`config.mk`:
```
export PLATFORM = sky130hd
export DESIGN_NAME = cruise_regulator
export DESIGN_NICKNAME = d
export VERILOG_FILES = /design/src/rtl/cruise_regulator.sv
export SDC_FILE = /design/constraint.sdc
export NUM_CORES = 1
export LEC_CHECK = 0
export BUFFER_PORTS_ARGS = -buffer_cell sky130_fd_sc_hd__clkbuf_2
export CORE_UTILIZATION = 30
export CTS_BUF_LIST = sky130_fd_sc_hd__clkbuf_8
export DETAILED_ROUTE_END_ITERATION = 10
export HOLD_SLACK_MARGIN = 0.15
export PLACE_DENSITY = 0.45
export RECOVER_POWER = 50
export SYNTH_ARGS = -nofsm -noshare
export SYNTH_HDL_FRONTEND = slang
export SYNTH_SLANG_ARGS = --single-unit
```
`constraint.sdc`:
```
create_clock -name clk -period 2.3 [get_ports clk]
set_clock_uncertainty 0.1 [all_clocks]
set_input_delay 0.115 -clock clk [delete_from_list [all_inputs] [get_ports clk]]
set_output_delay 0.115 -clock clk [all_outputs]
set_load 0.02 [all_outputs]
```
`src/rtl/cruise_regulator.sv`:
```
// Cruise regulator: debounces comparator G/Eq/L flags and ramps a registered throttle level.
// Optional CRUISE_FAULT_LATCH_EN latches a fault on invalid flags while cruising.
module cruise_regulator #(
  parameter int W        = 8,
  parameter int DEBOUNCE = 4
) (
  input  logic         clk,
  input  logic         reset,
  input  logic         engage,
  input  logic         cancel,
  input  logic [W-1:0] pedal_level,
  input  logic         G,
  input  logic         Eq,
  input  logic         L,
  output logic [W-1:0] throttle,
  output logic [1:0]   state,
  output logic         active,
  output logic         accel,
  output logic         decel,
  output logic         fault
);

  typedef enum logic [1:0] {
    OFF   = 2'b00,
    HOLD  = 2'b01,
    ACCEL = 2'b10,
    DECEL = 2'b11
  } state_t;

  localparam logic [3:0] DB = 4'(DEBOUNCE);

  state_t         state_q, state_d;
  state_t         prev_q, prev_d;
  state_t         demand;
  logic           prev_vld_q, prev_vld_d;
  logic [W-1:0]   thr_q, thr_d, thr_step;
  logic [3:0]     cnt_q, cnt_d, cnt_sample;
  logic           flags_valid;
  logic           fault_q, fault_d;

  // Flags are one-hot when valid; demand is only meaningful when flags_valid.
  always_comb begin
    flags_valid = 1'b0;
    demand      = HOLD;
    case ({G, Eq, L})
      3'b100:  begin flags_valid = 1'b1; demand = DECEL; end
      3'b010:  begin flags_valid = 1'b1; demand = HOLD;  end
      3'b001:  begin flags_valid = 1'b1; demand = ACCEL; end
      default: begin flags_valid = 1'b0; demand = HOLD;  end
    endcase
  end

  // Throttle motion is driven by the registered state, never the next state.
  always_comb begin
    case (state_q)
      ACCEL:   thr_step = (thr_q == '1) ? thr_q : thr_q + W'(1);
      DECEL:   thr_step = (thr_q == '0) ? thr_q : thr_q - W'(1);
      HOLD:    thr_step = thr_q;
      default: thr_step = '0;
    endcase
  end

  // A demand that differs from last cycle's starts a fresh run at 1.
  assign cnt_sample = (prev_vld_q && (prev_q == demand)) ? cnt_q + 4'd1 : 4'd1;

  always_comb begin
    state_d    = state_q;
    thr_d      = thr_step;
    cnt_d      = cnt_q;
    prev_d     = prev_q;
    prev_vld_d = prev_vld_q;
    fault_d    = fault_q;
    if (state_q == OFF) begin
      thr_d      = '0;
      cnt_d      = '0;
      prev_vld_d = 1'b0;
      if (engage && !cancel && !fault_q) begin
        state_d = HOLD;
        thr_d   = pedal_level;
      end
    end else if (cancel) begin
      state_d    = OFF;
      thr_d      = '0;
      cnt_d      = '0;
      prev_vld_d = 1'b0;
    end else if (!flags_valid) begin
      cnt_d      = '0;
      prev_vld_d = 1'b0;
`ifdef CRUISE_FAULT_LATCH_EN
      fault_d    = 1'b1;
      state_d    = OFF;
      thr_d      = '0;
`endif
    end else begin
      prev_d     = demand;
      prev_vld_d = 1'b1;
      if (demand == state_q) begin
        cnt_d = '0;
      end else if (cnt_sample >= DB) begin
        state_d = demand;
        cnt_d   = '0;
      end else begin
        cnt_d = cnt_sample;
      end
    end
  end

  always_ff @(posedge clk) begin
    if (reset) begin
      state_q    <= OFF;
      thr_q      <= '0;
      cnt_q      <= '0;
      prev_q     <= HOLD;
      prev_vld_q <= 1'b0;
      fault_q    <= 1'b0;
    end else begin
      state_q    <= state_d;
      thr_q      <= thr_d;
      cnt_q      <= cnt_d;
      prev_q     <= prev_d;
      prev_vld_q <= prev_vld_d;
      fault_q    <= fault_d;
    end
  end

  assign throttle = thr_q;
  assign state    = state_q;
  assign active   = (state_q != OFF);
  assign accel    = (state_q == ACCEL);
  assign decel    = (state_q == DECEL);
`ifdef CRUISE_FAULT_LATCH_EN
  assign fault    = fault_q;
`else
  assign fault    = 1'b0;
`endif

endmodule

```
# == After elaboration in Yosys (flattened, before gate mapping) ==
# Cells that the tools add are included.
# totals
output_inout_bits,14
register_bits,17
input_bits,15
# classes
order_cmp,1
n_reduce_logical,14
bitwise_logic,3
n_mux,16
n_addsub,3
eq_ne,14
# op_table
operator,count
8-bit two-way mux,5
8-bit case mux with 3 select lines,1
2-bit two-way mux,6
"8-bit by 1-bit adder with 8-bit output, second input constant",1
"8-bit == test, second input constant",1
8-bit logical NOT,1
"4-bit by 3-bit inequality test with 1-bit output, second input constant",2
"8-bit by 1-bit subtractor with 8-bit output, second input constant",1
"3-bit inequality test, second input constant",2
3-bit AND reduction,2
3-bit nonzero test,2
3-bit OR reduction,2
6-bit OR reduction,1
"4-bit by 1-bit adder with 4-bit output, second input constant",1
2-bit == test,2
"2-bit == test, second input constant",2
"4-bit by 3-bit >= comparator with 1-bit output, second input constant",1
4-bit two-way mux,1
2-bit case mux with 2 select lines,1
4-bit AND reduction,1
"3-bit by 1-bit == test with 1-bit output, second input constant",1
"3-bit by 2-bit == test with 1-bit output, second input constant",1
"3-bit == test, second input constant",1
1-bit NOT,3
other kinds (7),9

# == Longest topological paths before layout ==
# Gate-level depths: netlist (run 1).
# logic_depth
ltp_word,11
depth_mapped,9

# == Worst setup path after synthesis (run 1) ==
# Ideal clock, no wire load.
# synth_path
path_kind,register -> register
start,register state_q[1] (netlist: state[1])
end,register thr_q[4] (netlist: throttle[4])
setup_ps,138
setup_slack_ps,35
arrival_time_ps,2027
n_path_buf,1
path_stages_with_launch,10
cell_sequence,dfxtp_1 -> buf_6 -> nand2_1 -> inv_2 -> ha_1 -> nand3_1 -> a21oi_1 -> or3_1 -> a32oi_1 -> a211oi_2
# synth_via
elab_chain_len,4
word_cells_on_any_way,11
classes_between,6 x eq/ne; 3 x mux; 2 x reduce/logical
# synth_rtl
element,line_no,rtl
"start, declared",32,"state_t state_q, state_d;"
"start signal, assigned",117,state_q <= state_d;
2-bit == test (*),--,
named net decel,19,"output logic decel,"
8-bit case mux with 3 select lines,55,case (state_q)
8-bit two-way mux,81,end else if (cancel) begin
8-bit two-way mux,73,if (state_q == OFF) begin
"end signal, assigned",118,thr_q <= thr_d;
"end, declared",36,"logic [W-1:0] thr_q, thr_d, thr_step;"
# The timed path passes the listed nets; every way through them passes the cells marked *.
# A chain may end at the register's enable or synchronous reset.

# == Final worst setup path (run 1) ==
# layout_path
start,register thr_q[1] (netlist: throttle[1])
end,register thr_q[6] (netlist: throttle[6])
# layout_via
elab_chain_len,5
word_cells_on_any_way,12
classes_between,2 x add/sub; 3 x eq/ne; 5 x mux; 2 x reduce/logical
# layout_rtl
element,line_no
8-bit by 1-bit subtractor with 8-bit output or 8-bit by 1-bit adder with 8-bit output (tied branches),"57, 56"
"8-bit two-way mux, on equally long branches","57, 56"
8-bit case mux with 3 select lines,55
8-bit two-way mux,81
8-bit two-way mux,73
# Several ways; a longest one is shown, not always the timed one. The select of a mux whose other input is x is not followed.

==> results of run 1 <==
worst max-delay path by stage:
stage,slack [ps],endpoint,cells after the start
floorplan,30,throttle[4]$_SDFFE_PP0P_,9
global placement,200,throttle[4]$_SDFFE_PP0P_,8
finish,180,throttle[6]$_SDFFE_PP0P_,6
CTS,100,throttle[4]$_SDFFE_PP0P_,8
detailed placement,110,throttle[4]$_SDFFE_PP0P_,8
global route,10,throttle[2]$_SDFFE_PP0P_,6
layout make-up:
type	instances	area share (%)
Clock inverter	1	0.2965
Inverter	5	1.112
Timing Repair Buffer	40	13.79
Multi-Input combinational cell	144	58.34
Sequential cell	17	20.16
Tap cell	52	3.855
Clock buffer	3	2.446
Yosys cell counts, types with 5 or more instances:
master	instances	share of area [%]
a21oi_1	10	3.5
and3_1	5	2.2
dfxtp_1	17	24
ha_1	5	4.4
mux2i_1	5	3.5
nand2_1	12	3.1
nor2_1	21	5.5
nor2b_1	7	3.1
o21ai_0	7	2.4
xnor2_1	6	3.7
metal layers:
| metal | vias to the layer above | share of wire, % | GRT usage [%] |
|---|---|---|---|
| li1 | 709 | - | - |
| met1 | 664 | 49 | 20.83 |
| met2 | 25 | 47 | 27.24 |
| met3 | 6 | 2.4 | 2.279 |
| met4 | 0 | 1.4 | 4.667 |
| met5 | - | 0 | 0 |
metrics by stage:
stage | power, µW | cell area (µm²) | cells
2_1_floorplan | 419.5 | 1439 | 179
4_1_cts | 698.9 | 1698 | 262
3_5_place_dp | 458.7 | 1602 | 253
5_1_grt | 724.6 | 1688 | 262
6_report | 683.3 | 1688 | 262
3_3_place_gp | 455.9 | 1602 | 253
state kept, by name (all words and copies together) (netlist names):
register    cells
cnt_q           4
prev_vld_q      1
state           2
prev_q          2
throttle        8
logic make-up (layout without fill, tap and decap cells):
family / Yosys count / after routing / share of synthesized area (%)
XOR/XNOR: 7 / 7 / 4.283
adder cells (fa/ha/maj): 6 / 6 / 5.070
buffers and inverters: 18 / 49 / 8.129
other: 1 / 3 / 0.2620
multiplexers: 5 / 5 / 3.497
AND/OR/NAND/NOR: 71 / 71 / 27.27
flip-flops: 17 / 17 / 23.78
AO/OA/AOI/OAI: 52 / 52 / 27.71
worst reg2reg max path, cell delays in order, from the launching register on:
cell,delay [ps]
dfxtp_1,530
xnor2_1,160
ha_1,240
nand3_1,120
and3_1,210
or4_1,490
a31oi_1,190
report_power, final:
| part | switching (µW) | total [µW] | internal, µW | leakage (µW) |
|---|---|---|---|---|
| clock network | 106 | 226 | 120 | 0.0000255 |
| logic | 80.2 | 141 | 60.8 | 0.000536 |
| registers | 12.5 | 317 | 304 | 0.000139 |
what timing repair did:
action | in CTS | in global routing
setup endpoints to repair | 0 | 2
gates resized for setup | 0 | 1
endpoints found under the hold margin | 5 | 0
hold buffers | 5 | 0
==> flow_metrics.tcl, run 1 <==
set metrics [dict create \
    syn_area_mm2 0.001431 \
    final_util_pct 37.72 \
    rr_endpoint "throttle[6]$_SDFFE_PP0P_" \
    root_buffer "clkbuf_8" \
    grt.overflow.total 0 \
    chipWidth_um 71.08 \
    gp_congestion 0.7933 \
    ctsHtreeMaxLevel 1 \
    grt.total_usage_pct 15.93 \
    cts_setup_buffers 0 \
    multi_input_area_um2 984.7 \
    synth_ff_type "dfxtp_1" \
    hold_viol 0 \
    peakVddDrop_mv 0.2303 \
    slew_headroom_pct 50.48 \
    fillCellCount 468 \
    end_kind "flip-flop" \
    cp_slowest_cell "dfxtp_1" \
    rows 24 \
    die_y_um 71.08 \
    path_cells "xnor2_1 -> ha_1 -> nand3_1 -> and3_1 -> or4_1 -> a31oi_1" \
    vias_per_cell 5.359 \
    grt_max_degree 15 \
    fin_crit_ps 2119 \
    antenna_found_initial 0 \
    clk_latency_ps 250 \
    layout_common_cells "nor2_1 (21), clkbuf_2 (20), dfxtp_1 (17), nand2_1 (11), a21oi_1 (10)" \
    ys_seq_area_share_pct 23.78 \
    rsz0062_at_grt "false" \
    dr.first_iter.drc_count 58 \
    fin_tns_setup_ps 0 \
    synth_edf_count 0 \
    hold_slack_ps 159.9 \
    r2r_setup_slack_ps 180 \
    maxCapViolCount 0 \
    final_common_cell "nor2_1" \
    register_area_um2 340.3 \
    nets 231 \
    ys_seq_elements 17 \
    synth_cell_types 56 \
    ys_warn_count 0 \
    whs_endpoint "throttle[6]$_SDFFE_PP0P_" \
    routedWlPerCell_um 14.93 \
    crit_buf_inv 0 \
    dieArea_mm2 0.005052 \
    diodes 0 \
    drtAntennaViolNets 0 \
    setup_viol_count_final 0 \
    cts_tree "yes" \
    start_util_pct 31.99 \
    slew_violations 0 \
    synth.avg_cell_area_um2 8.087 \
    synthArstFlopShare_pct 0 \
    tightest_slew_ps 742.7 \
    wl_um 3911 \
    pre_cts_ws_ps 114.9 \
    grt_pass1_vias 1310 \
    area_growth_pct 17.92 \
    clk_pin_slew_ps 70 \
    io_pins 29 \
    layout-drive-gt1-share_pct 20.48 \
    portBuffers 27 \
    hold_class "input pin to flip-flop" \
    cts_buffers 3 \
    crit_type "flip-flop to flip-flop" \
    crit_path_max_fanout 10 \
    finalCritPeriodShare_pct 92.11 \
    cp_top_family "simple AND/OR/NAND/NOR gates" \
    clock_sinks 17 \
    cp_slowest_stage_delay_ps 530 \
    clockBufferDepth 2 \
    critical_path_arrival_ps 2190 \
    drt-pass1-iter-count 6 \
    power_leakage_uw 0.0007003 \
    p_per_area_mw_per_mm2 404.8 \
    dp_hpwl_um 2873 \
    hold_depth 4 \
    max_freq_mhz 472.0 \
    route.detailed.drc 0 \
    route.vias.total 1404 \
    coreArea_mm2 0.004474 \
    status "finished clean" \
    synth_cells 177 \
    timing.rr.start "throttle[1]$_SDFFE_PP0P_" \
    cp_data_required_time_ps 2370 \
    hp-start "pedal_level[6]" \
    fin_ws_ps 181.4 \
    crit_path_start_kind "flip-flop" \
    reg2regPathDepth 6 \
    crit_start "throttle[1]$_SDFFE_PP0P_" \
    grt_pass1_wl_um 6341 \
]
No activity file was read; power rests on OpenSTA's default activity.
==> run 2, diff against run 1 <==
- CORE_ASPECT_RATIO: default -> 1.5
==> flow_metrics.tcl, run 2 (synthesis results as in run 1) <==
set metrics [dict create \
    dr.first_iter.drc_count 47 \
    largest_reg_flops 8 \
    ctsHtreeMaxLevel 1 \
    rr_endpoint "throttle[4]$_SDFFE_PP0P_" \
    reg2regPathDepth 8 \
    p_comb_share_pct 20.2 \
    io_pins 29 \
    nets 233 \
    rows 30 \
    antenna_found_initial 0 \
    max_freq_mhz 471.4 \
    grt_pass1_vias 1404 \
    grt_max_degree 15 \
    wl_um 3831 \
    crit_path_max_fanout 8 \
    cp_slowest_cell "ha_1" \
    cts_tree "yes" \
    p_seq_share_pct 44.9 \
    power_leakage_uw 0.0007087 \
    slew_violations 0 \
    end_kind "flip-flop" \
    p_per_area_mw_per_mm2 407.2 \
    grt_pass1_wl_um 6520 \
    critical_path_arrival_ps 2150 \
    rsz0062_at_grt "false" \
    clockBufferDepth 2 \
    clk_latency_ps 260 \
    final_common_cell "nor2_1" \
    vias_per_cell 5.098 \
    setup_viol_count_final 0 \
    root_buffer "clkbuf_8" \
    chipWidth_um 58.40 \
    hold_depth 3 \
    swShare_pct 30.49 \
    finalCritPeriodShare_pct 92.24 \
    grt.total_usage_pct 16.89 \
    dieArea_mm2 0.005057 \
    drtAntennaViolNets 0 \
    fin_crit_ps 2122 \
    slew_headroom_pct 56.25 \
    cts_buffers 3 \
    crit_path_start_kind "flip-flop" \
    drt-pass1-iter-count 4 \
    diodes 0 \
    clk_pin_slew_ps 80 \
    peakVddDrop_mv 0.1875 \
    coreArea_mm2 0.004542 \
    layout_common_cells "nor2_1 (21), clkbuf_2 (19), dfxtp_1 (17), nand2_1 (11)" \
    hold_viol 0 \
    p_int_uw 487.6 \
    power_switching_uw 213.9 \
    fin_tns_setup_ps 0 \
    dp_hpwl_um 2905 \
    crit_type "flip-flop to flip-flop" \
    cp_slowest_stage_delay_ps 360 \
    gp_congestion 0.8094 \
    route.vias.total 1407 \
    crit_end "throttle[4]$_SDFFE_PP0P_" \
    cts_setup_buffers 0 \
    path_cells "nand2_2 -> inv_2 -> ha_1 -> o31ai_1 -> and3_1 -> or3_1 -> a32oi_1 -> a211oi_2" \
    timing.rr.start "state[0]$_SDFFE_PP0P_" \
    maxCapViolCount 0 \
    start_util_pct 31.52 \
    route.detailed.drc 0 \
    r2r_setup_slack_ps 180 \
    portBuffers 27 \
    routedWlPerCell_um 13.88 \
    status "finished clean" \
    layout-drive-gt1-share_pct 20.75 \
    hold_class "input pin to flip-flop" \
    p_clk_share_pct 34.9 \
    grt.overflow.total 0 \
    clock_sinks 17 \
    die_y_um 86.60 \
    cp_data_required_time_ps 2320 \
    area_growth_pct 20.37 \
    hold_slack_ps 154.6 \
    crit_start "state[0]$_SDFFE_PP0P_" \
    tightest_slew_ps 656.2 \
]
## run 2: cell count changes in the layout (fill, tap and decap cells not counted)
cell,delta
a21oi_1,-1
buf_4,+1
dlygate4sd3_1,+1
clkbuf_2,-1
clkbuf_1,+1
a21oi_2,+1
## run 2: through the flow
stage / power [µW] / setup slack [ps] / cell area (µm²) / util (%) / instances
6_report: 701.5 / 178.5 / 1723 / 37.93 / 276
5_1_grt: 740.6 / 25.16 / 1723 / 37.93 / 276
4_1_cts: 711.9 / 71.88 / 1730 / 38.10 / 276
3_5_place_dp: 458.7 / 82.95 / 1624 / 35.76 / 266
3_3_place_gp: 456.2 / 134.9 / 1624 / 35.76 / 266
2_1_floorplan: 419.5 / 34.60 / 1439 / - / 179
## run 2: area by class of cell
cell class	instances	area, µm²
Sequential cell	17	340.3
Tap cell	64	80.08
Clock inverter	1	5.005
Timing Repair Buffer	42	249.0
Inverter	5	18.77
Fill cell	517	2819
Multi-Input combinational cell	144	988.4
Clock buffer	3	41.29
## run 2: power groups by stage
stage / sequential, µW / combinational (µW) / clock [µW]
6_report: 315 / 142 / 245
4_1_cts: 315 / 145 / 252
2_1_floorplan: 328 / 91.2 / 0
3_5_place_dp: 322 / 137 / 0
5_1_grt: 317 / 158 / 266
3_3_place_gp: 321 / 135 / 0
## run 2: routing by layer
layer  GRT usage (%)  vias to the layer above  wire, µm
met4           5.411                        0        40
met1           19.10                      672      1586
li1                -                      711         -
met2           32.08                       20      2100
met3           1.791                        4       103
met5               0                        -         0
## run 2: how the worst min path moves through the flow
| stage | startpoint | to | slack, ps |
|---|---|---|---|
| 5_1_grt | pedal_level[1] | throttle[1]$_SDFFE_PP0P_ | 160 |
| 4_1_cts | pedal_level[1] | throttle[1]$_SDFFE_PP0P_ | 150 |
| 3_5_place_dp | pedal_level[5] | throttle[5]$_SDFFE_PP0P_ | 290 |
| 2_1_floorplan | pedal_level[5] | throttle[5]$_SDFFE_PP0P_ | 170 |
| 6_report | pedal_level[1] | throttle[1]$_SDFFE_PP0P_ | 150 |
| 3_3_place_gp | pedal_level[5] | throttle[5]$_SDFFE_PP0P_ | 290 |
## run 2: what timing repair did
| action | CTS | global route |
|---|---|---|
| setup endpoints to repair | 0 | 5 |
| hold buffers | 6 | 0 |
| endpoints found under the hold margin | 6 | 0 |
| resized for setup | 0 | 2 |
## run 2: critical path: cells and delay by family (launching register included)
family / cells / cell delay, ps
buf+inv: 1 / 110
flops: 1 / 330
compound gates: 3 / 430
simple gates: 3 / 660
fa+ha+maj: 1 / 360
==> run 3, diff against run 2 <==
- REMOVE_ABC_BUFFERS: default -> 1
==> flow_metrics.tcl, run 3 (synthesis results as in run 1) <==
set metrics [dict create \
    die_y_um 86.60 \
    dr.first_iter.drc_count 44 \
    grt.total_usage_pct 16.38 \
    final_util_pct 37.27 \
    largest_reg_flops 8 \
    final_cell_area_mm2 0.001693 \
    fillCellCount 484 \
    p_clk_share_pct 33.6 \
    ctsHtreeMaxLevel 1 \
    cp_slowest_stage_delay_ps 520 \
    antenna_found_initial 0 \
    multi_input_area_um2 982.2 \
    dp_hpwl_um 2923 \
    maxCapViolCount 0 \
    max_freq_mhz 477.7 \
    cp_slowest_cell "dfxtp_1" \
    rr_endpoint "throttle[6]$_SDFFE_PP0P_" \
    nets 230 \
    grt_pass1_vias 1445 \
    finalCritPeriodShare_pct 91.01 \
    fin_ws_ps 206.7 \
    cts_setup_buffers 0 \
    place_area_mm2 0.001609 \
    timing.rr.start "throttle[1]$_SDFFE_PP0P_" \
    grt_pass1_wl_um 6451 \
    p_per_area_mw_per_mm2 404.2 \
    fin_crit_ps 2093 \
    p_total_uw 684.3 \
    portBuffers 27 \
    status "finished clean" \
    hold_depth 3 \
    root_buffer "clkbuf_8" \
    p_seq_share_pct 46.4 \
    whs_endpoint "throttle[3]$_SDFFE_PP0P_" \
    hold_class "input pin to flip-flop" \
    wl_um 3821 \
    grt.overflow.total 0 \
    grt_max_degree 15 \
    crit_path_max_fanout 10 \
    clk_latency_ps 250 \
    final_common_cell "nor2_1" \
    tightest_slew_ps 520.6 \
    crit_type "flip-flop to flip-flop" \
    hp-start "pedal_level[3]" \
    coreArea_mm2 0.004542 \
    layout_common_cells "nor2_1 (21), clkbuf_2 (18), dfxtp_1 (17), nand2_1 (12)" \
    cp_data_required_time_ps 2380 \
    gp_congestion 0.8648 \
    route.vias.total 1416 \
    clock_sinks 17 \
    critical_path_arrival_ps 2170 \
    fin_tns_setup_ps 0 \
    r2r_setup_slack_ps 210 \
    register_area_um2 340.3 \
    diodes 0 \
    route.detailed.drc 0 \
    cts_buffers 3 \
    clk_pin_slew_ps 70 \
    area_growth_pct 18.27 \
    p_comb_share_pct 20.0 \
    cts_tree "yes" \
    clockBufferDepth 2 \
    dieArea_mm2 0.005057 \
    drt-pass1-iter-count 4 \
    slew_violations 0 \
    hold_viol 0 \
    layout-drive-gt1-share_pct 18.66 \
    power_switching_uw 199.4 \
    rows 30 \
    end_kind "flip-flop" \
    chipWidth_um 58.40 \
    power_leakage_uw 0.0006857 \
    setup_viol_count_final 0 \
    drtAntennaViolNets 0 \
    p_int_uw 484.9 \
    slew_headroom_pct 65.22 \
    path_cells "xnor2_1 -> ha_1 -> nand3_1 -> and3_1 -> or4_1 -> a31oi_1" \
    rsz0062_at_grt "false" \
    swShare_pct 29.15 \
    routedWlPerCell_um 14.00 \
    crit_path_start_kind "flip-flop" \
    vias_per_cell 5.187 \
    start_util_pct 31.52 \
    io_pins 29 \
    pre_cts_ws_ps 234.9 \
    peakVddDrop_mv 0.2044 \
    reg2regPathDepth 6 \
]
## run 3: critical path: cells and delay by family (launching register included)
kind                     cells  cell delay [ps]
XOR/XNOR                     1              160
flip-flops                   1              520
adder cells (fa/ha/maj)      1              240
AND/OR/NAND/NOR              3              840
AO/OA/AOI/OAI                1              160
## run 3: per-layer routing
metal,track usage [%],part of all wire (%),up-vias
li1,-,-,706
met1,18.84,43,674
met2,30.09,52,32
met3,2.239,3.2,4
met4,5.844,1.5,0
met5,0,0,-
## run 3: power by group through the flow
| stage | clock network, µW | registers (µW) | logic, µW |
|---|---|---|---|
| floorplan | 0 | 333 | 68.8 |
| global placement | 0 | 324 | 130 |
| detailed placement | 0 | 325 | 132 |
| CTS | 242 | 317 | 139 |
| global route | 259 | 319 | 151 |
| finish | 230 | 317 | 137 |
## run 3: worst max-delay path by stage
stage                        startpoint                  endpoint  slack [ps]  cells past startpoint
4_1_cts        throttle[1]$_SDFFE_PP0P_  throttle[6]$_SDFFE_PP0P_         210                      6
6_report       throttle[1]$_SDFFE_PP0P_  throttle[6]$_SDFFE_PP0P_         210                      6
3_3_place_gp   throttle[1]$_SDFFE_PP0P_  throttle[4]$_SDFFE_PP0P_         260                      7
2_1_floorplan     state[0]$_SDFFE_PP0P_  throttle[4]$_SDFFE_PP0P_        -170                      8
3_5_place_dp   throttle[1]$_SDFFE_PP0P_  throttle[6]$_SDFFE_PP0P_         230                      6
5_1_grt           state[1]$_SDFFE_PP0P_  throttle[4]$_SDFFE_PP0P_          60                      8
## run 3: cell type report
type                       instances  share of cell area, %
multi-input combinational        144                  58.02
sequential                        17                  20.10
timing repair buffer              39                  13.16
tap                               64                  4.730
clock buffer                       3                  2.439
inverter                           5                  1.109
clock inverter                     1                 0.4435
## run 3: timing repair
action | CTS | global route
gates resized for setup | 0 | 1
endpoints found under the setup margin | 0 | 1
hold buffers | 5 | 0
endpoints found under the hold margin | 5 | 0
## run 3: stage by stage
| step | std cells | hold WS [ps] |
|---|---|---|
| floorplan | 166 | 79.65 |
| finish | 273 | 156.6 |
| CTS | 273 | 150.8 |
| global placement | 264 | 270.3 |
| global route | 273 | 150.7 |
| detailed placement | 264 | 275.7 |
